--- src/rtl/multiplier_pipe.sv ---
`default_nettype none
// ============================================================================
//  Module      : multiplier_pipe
//  Description : Pipelined W x W -> 2W multiplier for signed or unsigned
//                operands. Stage 1 captures the operands, stage 2 holds W
//                partial products, and the remaining stages reduce them
//                with a pairwise adder tree. A single stall signal freezes
//                every stage when the output is not being accepted.
//  Revision    : 1.0 - initial release
// ============================================================================
module multiplier_pipe #(
  parameter int W = 8
) (
  input  logic           clk,
  input  logic           rst,
  input  logic           in_val,
  output logic           in_rdy,
  input  logic [W-1:0]   in_a,
  input  logic [W-1:0]   in_b,
  input  logic           in_sgn,
  output logic           out_val,
  input  logic           out_rdy,
  output logic [2*W-1:0] out_prod,
  output logic           busy
);

  localparam int LOGW = $clog2(W);
  localparam int LAT  = 2 + LOGW;
  localparam int PW   = 2 * W;

  // Stage 1: captured operands and their signedness.
  logic [W-1:0]  a_q;
  logic [W-1:0]  b_q;
  logic          sgn_q;

  // Valid bit per stage: [1] operands, [2] partial products, [3..LAT] tree.
  logic [LAT:1]  vld_q;

  // Level 0 holds the partial products; level j holds W>>j sums.
  // Entries beyond a level's population stay at zero.
  logic [PW-1:0] lvl_q [LOGW+1][W];
  logic [PW-1:0] lvl_d [LOGW+1][W];

  logic          stall;
  logic [PW-1:0] a_ext;
  logic [PW-1:0] row;

  assign stall    = vld_q[LAT] & ~out_rdy;
  assign in_rdy   = ~stall;
  assign out_val  = vld_q[LAT];
  assign out_prod = lvl_q[LOGW][0];
  assign busy     = |vld_q;

  // Partial-product generation and one adder-tree level per stage.
  always_comb begin
    a_ext = sgn_q ? {{W{a_q[W-1]}}, a_q} : {{W{1'b0}}, a_q};
    row   = '0;
    for (int i = 0; i < W; i++) begin
      row = a_ext << i;
      // For two's-complement multipliers the top bit of b carries weight
      // -2^(W-1), so its row is negated; this makes the 2W-bit sum the
      // exact signed product without extending b beyond W bits.
      if (sgn_q && (i == W - 1)) begin
        row = -row;
      end
      lvl_d[0][i] = b_q[i] ? row : '0;
    end
    for (int j = 1; j <= LOGW; j++) begin
      for (int k = 0; k < W; k++) begin
        lvl_d[j][k] = '0;
        if (k < (W >> j)) begin
          lvl_d[j][k] = lvl_q[j-1][2*k] + lvl_q[j-1][2*k+1];
        end
      end
    end
  end

  // Pipeline registers: freeze on stall, otherwise advance one stage.
  // Data only loads behind a valid bit so bubbles leave the last product
  // in place at the output.
  always_ff @(posedge clk or posedge rst) begin
    if (rst) begin
      a_q   <= '0;
      b_q   <= '0;
      sgn_q <= 1'b0;
      vld_q <= '0;
      for (int j = 0; j <= LOGW; j++) begin
        for (int k = 0; k < W; k++) begin
          lvl_q[j][k] <= '0;
        end
      end
    end else if (!stall) begin
      vld_q <= {vld_q[LAT-1:1], in_val};
      if (in_val) begin
        a_q   <= in_a;
        b_q   <= in_b;
        sgn_q <= in_sgn;
      end
      for (int j = 0; j <= LOGW; j++) begin
        if (vld_q[j+1]) begin
          for (int k = 0; k < W; k++) begin
            lvl_q[j][k] <= lvl_d[j][k];
          end
        end
      end
    end
  end

endmodule
`default_nettype wire

--- config.mk ---
export PLATFORM = sky130hd
export DESIGN_NAME = multiplier_pipe
export DESIGN_NICKNAME = d
export VERILOG_FILES = /design/src/rtl/multiplier_pipe.sv
export SDC_FILE = /design/constraint.sdc
export NUM_CORES = 1
export LEC_CHECK = 0
export CAP_MARGIN = 0
export CORE_MARGIN = 1
export CORE_UTILIZATION = 50
export DETAILED_ROUTE_END_ITERATION = 8
export DONT_BUFFER_PORTS = 1
export PLACE_DENSITY = 0.67
export SETUP_SLACK_MARGIN = 0.3
export SLEW_MARGIN = 20
export SYNTH_ARGS = -nofsm -noshare
export SYNTH_HDL_FRONTEND = slang
export SYNTH_SLANG_ARGS = --single-unit
--- constraint.sdc ---
create_clock -name clk -period 6 [get_ports clk]
set_input_delay 1.2 -clock clk [delete_from_list [all_inputs] [get_ports clk]]
set_output_delay 1.2 -clock clk [all_outputs]
set_load 0.01 [all_outputs]
Word-level counts from Yosys, hierarchy flattened. Cells that the tools add are included. Widths: inputs -> output; s select.

Flip-flop bits (word level): 262. Output and inout bits: 19. Word-level logic and storage cells: 46.

Reductions and logical operators: 6. Bitwise gates (word level): 3. $add $sub $neg: 8. Multiplexer cells: 10.

Operator list (number): $mux 16 (10); $add 16x16->16 (7); $neg 16->16 (1); $reduce_and 2->1 (5); $reduce_or 5->1 (1); $not 1->1 (2); $and 1x1->1 (1).

Longest topological paths before layout. Gate-level depths: netlist of the first run.

Depth in word-level cells: 4. Mapped depth: 9. Gate-level depth less buffers: 9.

Worst setup path before layout of the first run. OpenSTA, ideal clock, no wires.

Path type: input port to output port. Start point: in out_rdy. End point: out in_rdy. Arrival time: 1.544 ns. Stages on the path: 2. Required time: 4.800 ns. Setup slack: 3.256 ns. Cells stage by stage: and2b_1 -> inv_2.

Word-level cells in the longest chain between the ends: 3.

Ends and longest elaborated chain: start: declaration (RTL line 22) `input logic out_rdy,`; $not 1->1 (RTL line 48) `assign stall = vld_q[LAT] & ~out_rdy;`; $and 1x1->1 (RTL line 48); $not 1->1 (no line); end: declaration (RTL line 17) `output logic in_rdy,`.

No other way between the ends.

Final worst setup path of the first run. Same ends and word-level chain as after synthesis.

==> run metrics, run 1 <==
critical path buffer and inverter count=1; initial antenna violation count=0; Tot GR Track Use=20.5%; DRT antenna net count=0; DRC Markers=0; Synth top cells by count=nand2_1 (251), dfrtp_1 (190), o21ai_0 (146); number of global-route vias before repair=6,615; Via Count=6,881; Post-Place Cells=1,282; post-synthesis sequential area ratio=47.0%; multi-input combinational cell area=4960 µm²; Final HPWL DP=13.7 mm; CTS buffer count=17; Initial Util=51.5%; Syn Inst Count=1,081; CTS tree=yes; fill cell count=1,820; grt ovf=0; FF-to-FF setup slack=3.72 ns; CP top delay family=buffers and inverters; First-pass DRT Iterations=4; final period utilization=48.4%; CTS Hold Bufs=0; Setup-failing EPs final=0; Hold Crit Depth=2; CP arrival=1.71 ns; Max VDD drop=0.305 mV; Worst Hold Class=reg2reg; H-tree depth=4; Worst slew margin=45.0%; Clock Path Buffers=2; Yosys cell types=54; WL final=19.5 mm; worst skew pair latency=0.44 ns; required time worst endpoint=4.80 ns; Hold Path End=lvl_q[326]; total die area=20,800 µm²; layout cells sized above 1=7.15%; RSZ-0062 raised after global routing=false; Clock Sinks=190; IO Port Bufs=0; WP depth=2; leakage power=5.06 nW; cts repair resizes=0; Crit Path Max Fanout=10; ranking of synthesized cells by area=dfrtp_1 (47%), nand2_1 (9.3%), ha_1 (8.5%); CP max-delay cell=inv_2; clk_skew=0.0191 ns; P per Cell Area=589 nW/µm²; EDFF count, synth=0; Max Clock Freq=344 MHz; count leader, synth=nand2_1; IO Pins=40; synth warn=0; max-cap violations=0; clock slew at reported path FFs=0.07 ns; top cell type's share of synthesized area=47.0%; kind of critical path=in2out; Post-CTS Setup Inserts=0; Cell Area, Synth=10,100 µm²; top_reg_cell synth=dfrtp_1; Site Rows=51; Final #Nets=1,134; Vias per Instance=5.24; Die W=144 µm; Slew @ Worst Pin=0.823 ns; core footprint=19,700 µm²; largest net degree at the start of global routing=191; TNS Setup=0 ns; cells along the critical path=and2b_1 -> inv_2; fin. max-slew vios=0; final core occ=55.0%; Starting DRT DRC Count=352; Area growth syn-to-layout=6.86%; Syn Nets=1,178; clock root buffer master=clkbuf_16; Post-synth ARST share=100%; min Tclk post-route=2.91 ns; Hold Crit Start=lvl_q[406]; Yosys reg bits=190; critical path startpoint category=primary input; global-route wire length before repair=32.9 mm; leading area contributor after synthesis=dfrtp_1; CP Capture Type=output pin; GPL Wtd Cong=0.827; reg2reg path depth=8; Reg2Reg Capture Point=lvl_q[377]; Die Span Y=144 µm; routed len/inst=14.8 µm; status=completed; fin cells=1,314; Mapped Avg Cell Area=9.36 µm²; flip-flop and latch area=4750 µm²; CP max stage delay=0.28 ns; FF-to-FF Start=lvl_q[481]; Ant. Diodes=0; Final Hold Fails=0
[metal layers]
layer | GRT usage, % | up-vias | share of wire (%)
met5 | 0 | - | 0
met1 | 29.3 | 3187 | 51
met3 | 3.81 | 13 | 4.1
met2 | 31.7 | 96 | 44
li1 | - | 3585 | -
met4 | 6.26 | 0 | 1.0
[metrics by stage]
step | instance area, µm² | total power, mW | setup WS, ns | hold slack [ns]
after floorplan | 10100 | 4.62 | 2.35 | 0.439
after global placement | 10200 | 5.17 | 2.99 | 0.464
after detailed placement | 10200 | 5.25 | 2.94 | 0.464
after CTS | 10800 | 6.42 | 3.12 | 0.481
after global routing | 10800 | 6.96 | 3.07 | 0.501
final | 10800 | 6.37 | 3.09 | 0.481
[kinds of logic after synthesis]
logic type	count (synthesis)	synth area share (%)
adder cells (fa/ha/maj)	76	9.91
XOR/XNOR	58	5.02
multiplexers	33	3.63
flip-flops	190	47.0
AND/OR/NAND/NOR	368	15.2
buffers and inverters	95	4.20
AO/OA/AOI/OAI	261	15.0
[cell usage in the layout, fill, tap and decap left out, types with 4 or more instances in the layout]
master | Yosys | layout
o21a_1 | 13 | 13
nand2_1 | 251 | 249
xor2_1 | 34 | 34
dfrtp_1 | 190 | 190
ha_1 | 69 | 69
nand3_1 | 15 | 15
mux2_2 | 30 | 30
o21bai_1 | 12 | 12
nor3_1 | 19 | 19
o31ai_1 | 9 | 9
nand2b_1 | 7 | 7
nor2b_1 | 13 | 13
o21ai_0 | 146 | 146
xnor2_1 | 24 | 24
nor2_1 | 46 | 45
clkbuf_16 | 0 | 17
a21o_1 | 15 | 15
clkbuf_8 | 0 | 4
fa_1 | 7 | 7
a21oi_1 | 37 | 37
a31oi_1 | 8 | 8
a211oi_1 | 5 | 5
inv_1 | 26 | 25
[worst min-delay path, stage by stage, from the launching register on]
cell     delay [ns]
dfrtp_1        0.35
nand2_1        0.06
nand2_1        0.05
[cell type report]
| class | count | area share [%] |
|---|---|---|
| well taps | 265 | 3.07 |
| inverters | 27 | 0.972 |
| clock buffers | 22 | 4.48 |
| clock inverters | 9 | 0.995 |
| repair buffers | 5 | 0.648 |
| flip-flops and latches | 190 | 44.0 |
| multi-input cells | 796 | 45.9 |
[sequential cells by signal, summed over array words and instances, names as in the netlist]
signal,count
lvl_q,152
vld_q,5
sgn_q,1
b_q,8
out_prod,16
a_q,8
[worst max-delay path by stage]
stage / from / end
floorplan: rst / a_q[0]
global placement: out_rdy / lvl_q[399]
detailed placement: out_rdy / lvl_q[399]
CTS: out_rdy / in_rdy
global route: out_rdy / in_rdy
finish: out_rdy / in_rdy
[report_power, final]
part	switching (mW)	internal, mW	total, mW
Sequential	0.513	1.87	2.38
Clock	0.478	0.656	1.13
Combinational	1.64	1.22	2.86
(Power assumes the default switching activity.)
==> inputs of run 2 (changes only) <==
- clock period: 6 -> 2.57 ns (I/O delays scaled with it)
==> run 2 against run 1 <==
  * Combinational power is 140% higher
  * Cell area is 1.1% higher
  * Critical path depth is 7 higher
  * Largest power group unchanged
  * Worst hold slack worse by 0.42 ns
  * Sequential share of layout area is 0.48 points lower
  * Via count is 2.0% higher
  * Total power is 140% higher
  * Routed wire length is 3.4% higher
  * Clock power is 130% higher
  * Sequential power is 130% higher
  * Non-clock buffer count is 10 higher
  * Core utilization is 0.60 points higher
==> run metrics, run 2 (synthesis results as in run 1) <==
Crit Path Max Fanout=3; combinational share of power=45.4%; reg2reg path depth=9; CP Capture Type=flop; kind of critical path=reg2reg; status=completed; Via Count=7,021; largest net degree at the start of global routing=100; FF-to-FF Start=lvl_q[354]; total die area=20,800 µm²; CTS buffer count=17; layout cells sized above 1=8.40%; Reg2Reg Capture Point=lvl_q[254]; register share of total power=37.0%; most flop-heavy register=lvl_q; final core occ=55.6%; most common cell after layout, fill and taps aside=nand2_1; TNS Setup=0 ns; Power Total=15.1 mW; Vias per Instance=5.30; CP arrival=2.48 ns; number of global-route vias before repair=6,695; Setup-failing EPs final=0; Clk network pwr share=17.5%; cell area after layout=10,900 µm²; critical path startpoint category=flop; Final #Nets=1,144; Die Span Y=144 µm; final period utilization=83.6%; max reg flops=152; DRT antenna net count=0; Net Sw Frac=41.4%; fin. max-slew vios=0; FF-to-FF setup slack=0.42 ns; clk_skew=0.0218 ns; Hold WS=0.0639 ns; CTS tree=yes; fin worst setup slack=0.421 ns; First-pass DRT Iterations=4; DP Area=10,300 µm²; core footprint=19,700 µm²; Worst slew margin=55.2%; fill cell count=1,813; Max VDD drop=0.625 mV; IO Pins=40; Post-Place Cells=1,293; Tot GR Track Use=21.0%; P per Cell Area=1380 nW/µm²; cell-internal power=8.82 mW; global-route wire length before repair=33.8 mm; leading cell types in the layout, fill and taps excluded=nand2_1 (249), dfrtp_1 (190), o21ai_0 (145); worst skew pair latency=0.44 ns; Starting DRT DRC Count=378; clock root buffer master=clkbuf_16; Site Rows=51; leakage power=5.11 nW; RSZ-0062 raised after global routing=true; max-cap violations=0; required time worst endpoint=2.90 ns; IO Port Bufs=0; DRC Markers=0; Die W=144 µm; CTS Hold Bufs=0; Sw Pwr=6.24 mW; H-tree depth=4; initial antenna violation count=0; GPL Wtd Cong=0.843; clock slew at reported path FFs=0.07 ns; Area growth syn-to-layout=8.03%; Clock Path Buffers=2; Max Clock Freq=465 MHz; Initial Util=51.5%; Final HPWL DP=14.6 mm; routed len/inst=15.2 µm; grt ovf=0; Slew @ Worst Pin=0.672 ns; Clock Sinks=190; fin cells=1,325; pre-CTS WS=0.371 ns; Worst Hold Class=in2async; Final Hold Fails=0; WL final=20.1 mm; Ant. Diodes=0; min Tclk post-route=2.15 ns
## run 2: power groups by stage
stage / sequential, mW / combinational (mW) / clock [mW]
after floorplan: 5.00 / 5.79 / 0
after global placement: 5.58 / 6.68 / 0
after detailed placement: 5.64 / 6.78 / 0
after CTS: 5.59 / 6.86 / 2.69
after global routing: 5.78 / 7.85 / 2.82
final: 5.58 / 6.85 / 2.64
## run 2: worst max-delay path, cell delays in order, from the launching register on
cell	delay [ns]
dfrtp_1	0.39
ha_1	0.24
inv_1	0.08
fa_2	0.24
nor2b_4	0.06
o31ai_4	0.19
a21oi_2	0.11
o311a_1	0.36
o21a_1	0.19
o31ai_1	0.22
## run 2: cell type report
cell class	instances	area [µm²]	area share, %
Clock buffer	21	450	4.12
Tap cell	265	332	3.03
Clock inverter	11	135	1.24
Timing Repair Buffer	15	175	1.60
Inverter	27	105	0.961
Sequential cell	190	4750	43.5
Multi-Input combinational cell	796	4980	45.6
## run 2: per-layer routing
metal  wire length [µm]  GRT usage, %  vias to the layer above
li1                   -             -                     3602
met3                701          3.48                       10
met4                163          6.37                        0
met1              10100          30.3                     3320
met5                  0             0                        -
met2               9110          32.4                       89
## run 2: timing repair
item                       CTS  global route
setup endpoints to repair    0             9
gates resized for setup      0             8
buffers inserted             0             0
## run 2: how the worst max path moves through the flow
stage | endpoint | start | slack, ns
6_report | lvl_q[254] | lvl_q[354] | 0.42
3_5_place_dp | lvl_q[254] | lvl_q[354] | 0.37
3_3_place_gp | lvl_q[377] | lvl_q[481] | 0.45
4_1_cts | lvl_q[375] | lvl_q[481] | 0.34
2_1_floorplan | a_q[0] | rst | -0.39
5_1_grt | lvl_q[377] | lvl_q[481] | 0.28
==> inputs of run 3 (changes only) <==
- PLACE_DENSITY: 0.67 -> 0.64
- clock period: 2.57 -> 2.21 ns (I/O delays scaled with it)
==> run 3 against run 2 <==
  * Setup slack got worse by 0.23 ns
  * Die area stayed put
  * Count of clock-buffer cells in the layout grew 1
  * Maximum frequency is 6.2% higher
  * Critical path depth shrank 2
  * Core utilization grew 3.8 points
  * Routed wire length grew 5.5%
  * Register-to-register slack got worse by 0.23 ns
  * Worst hold slack better by 0.094 ns
  * Sequential share of layout area shrank 2.7 points
  * First-iteration DRC count up 22%
  * Clock power increased by 6%
  * Critical endpoint unchanged
==> run metrics, run 3 (synthesis results as in run 1) <==
status=completed; IO Pins=40; Reg2Reg Capture Point=lvl_q[254]; cell-internal power=10.9 mW; routed len/inst=15.5 µm; DRC Markers=0; FF-to-FF Start=lvl_q[363]; most used cell, CP=a21o_1; Net Sw Frac=41.8%; met3 global-route usage=3.01%; Clock Sinks=190; max-cap violations=0; register share of total power=34.6%; combinational share of power=50.6%; Crit Path Max Fanout=7; largest net degree at the start of global routing=127; Via Count=7,188; max reg flops=152; Die Span Y=144 µm; Final Hold Fails=0; CP max stage delay=0.42 ns; clock root buffer master=clkbuf_16; fin. max-slew vios=0; Clock Path Buffers=2; final period utilization=91.5%; IO Port Bufs=0; CP Capture Type=flop; Die W=144 µm; required time worst endpoint=2.54 ns; First-pass DRT Iterations=4; clk_skew=0.0100 ns; core footprint=19,700 µm²; Worst slew margin=51.7%; min Tclk post-route=2.02 ns; CTS buffer count=17; leading cell types in the layout, fill and taps excluded=nand2_1 (246), dfrtp_1 (189), o21ai_0 (120); H-tree depth=4; kind of critical path=reg2reg; RSZ-0062 raised after global routing=true; number of global-route vias before repair=6,779; Site Rows=51; Starting DRT DRC Count=460; cells along the critical path=ha_1 -> a21o_1 -> a21o_1 -> a21o_1 -> o311a_1 -> o21a_1 -> o31ai_1; Initial Util=51.5%; WL final=21.2 mm; Clk network pwr share=14.8%; Ant. Diodes=0; P per Cell Area=1610 nW/µm²; clock slew at reported path FFs=0.07 ns; pre-CTS WS=0.107 ns; Hold WS=0.158 ns; CP arrival=2.36 ns; M1 GR Usage=30.6%; critical path startpoint category=flop; cell area after layout=11,700 µm²; Final #Nets=1,190; Slew @ Worst Pin=0.725 ns; CP max-delay cell=ha_1; FF-to-FF setup slack=0.19 ns; GPL Wtd Cong=0.798; worst skew pair latency=0.43 ns; Worst Hold Class=in2reg; met2 Track Usage GR=33.4%; Sw Pwr=7.87 mW; Setup crit end=lvl_q[254]; Max Clock Freq=494 MHz; DRT antenna net count=0; grt ovf=0; initial antenna violation count=0; reg2reg path depth=7; most flop-heavy register=lvl_q; leakage power=5.34 nW; total die area=20,800 µm²; global-route wire length before repair=34.0 mm; Setup-failing EPs final=0; gr busiest metal=met2; Final HPWL DP=14.4 mm; CTS tree=yes; Tot GR Track Use=21.3%; fin worst setup slack=0.187 ns; most common cell after layout, fill and taps aside=nand2_1; DP Area=10,400 µm²; Worst Setup SP=lvl_q[363]; TNS Setup=0 ns; Vias per Instance=5.25; layout cells sized above 1=18.5%; Area growth syn-to-layout=15.3%; Power Total=18.8 mW; Max VDD drop=0.715 mV
## run 3: cell types whose count changed in the layout (fill, tap and decap cells not counted), moves of 4 or more
cell and delta:
a21oi_1 -16, a21oi_2 +13, buf_4 +44, fa_1 -6, fa_2 +6, ha_1 -15
ha_2 +5, ha_4 +10, o21ai_0 -25, o21ai_1 +21, o21ai_2 +4, o21bai_1 -4
o21bai_2 +4
## run 3: area by class of cell
type                       count  area (µm²)
fill                        1708        7980
multi-input combinational    796        5420
sequential                   190        4760
timing repair buffer          61         527
clock buffer                  22         464
tap                          265         332
inverter                      27         108
clock inverter                 9        65.1
## run 3: routing by layer
layer	vias to the layer above	part of all wire, %	routed length [µm]
met2	108	46	9680
li1	3691	-	-
met3	10	3.1	651
met5	-	0	0
met4	0	0.76	161
met1	3379	51	10700
## run 3: timing repair
item,CTS,global route
endpoints found under the setup margin,34,92
resized for setup,49,64
hold buffers,1,0
buffers inserted,17,22
endpoints found under the hold margin,22,0
pin swaps,47,71
## run 3: worst min-delay path by stage
stage                   to        from  slack [ns]  cells past startpoint
3_3_place_gp   out_prod[5]         rst        0.44                      2
2_1_floorplan   lvl_q[326]  lvl_q[406]        0.44                      2
5_1_grt             a_q[6]     in_a[6]        0.14                      1
3_5_place_dp   out_prod[5]         rst        0.44                      2
6_report            a_q[0]     in_a[0]        0.16                      1
4_1_cts             a_q[4]     in_a[4]        0.14                      1
## run 3: worst max-delay path: cells and delay by family, from the launching register on
| family | cells | cell delay (ns) |
|---|---|---|
| compound gates | 6 | 1.12 |
| fa+ha+maj | 1 | 0.42 |
| flops | 1 | 0.40 |
## run 3: through the flow
| stage | std cells | util, % |
|---|---|---|
| after global placement | 1299 | 52.9 |
| after floorplan | 1081 | - |
| final | 1370 | 59.4 |
| after CTS | 1348 | 57.2 |
| after global routing | 1370 | 59.4 |
| after detailed placement | 1299 | 52.9 |
## run 3: power by group through the flow
stage | Sequential [mW] | Clock [mW] | Combinational, mW
floorplan | 5.82 | 0 | 6.78
global placement | 6.41 | 0 | 7.98
detailed placement | 6.48 | 0 | 8.08
CTS | 6.45 | 2.86 | 8.61
global route | 6.72 | 2.99 | 10.7
finish | 6.50 | 2.79 | 9.52
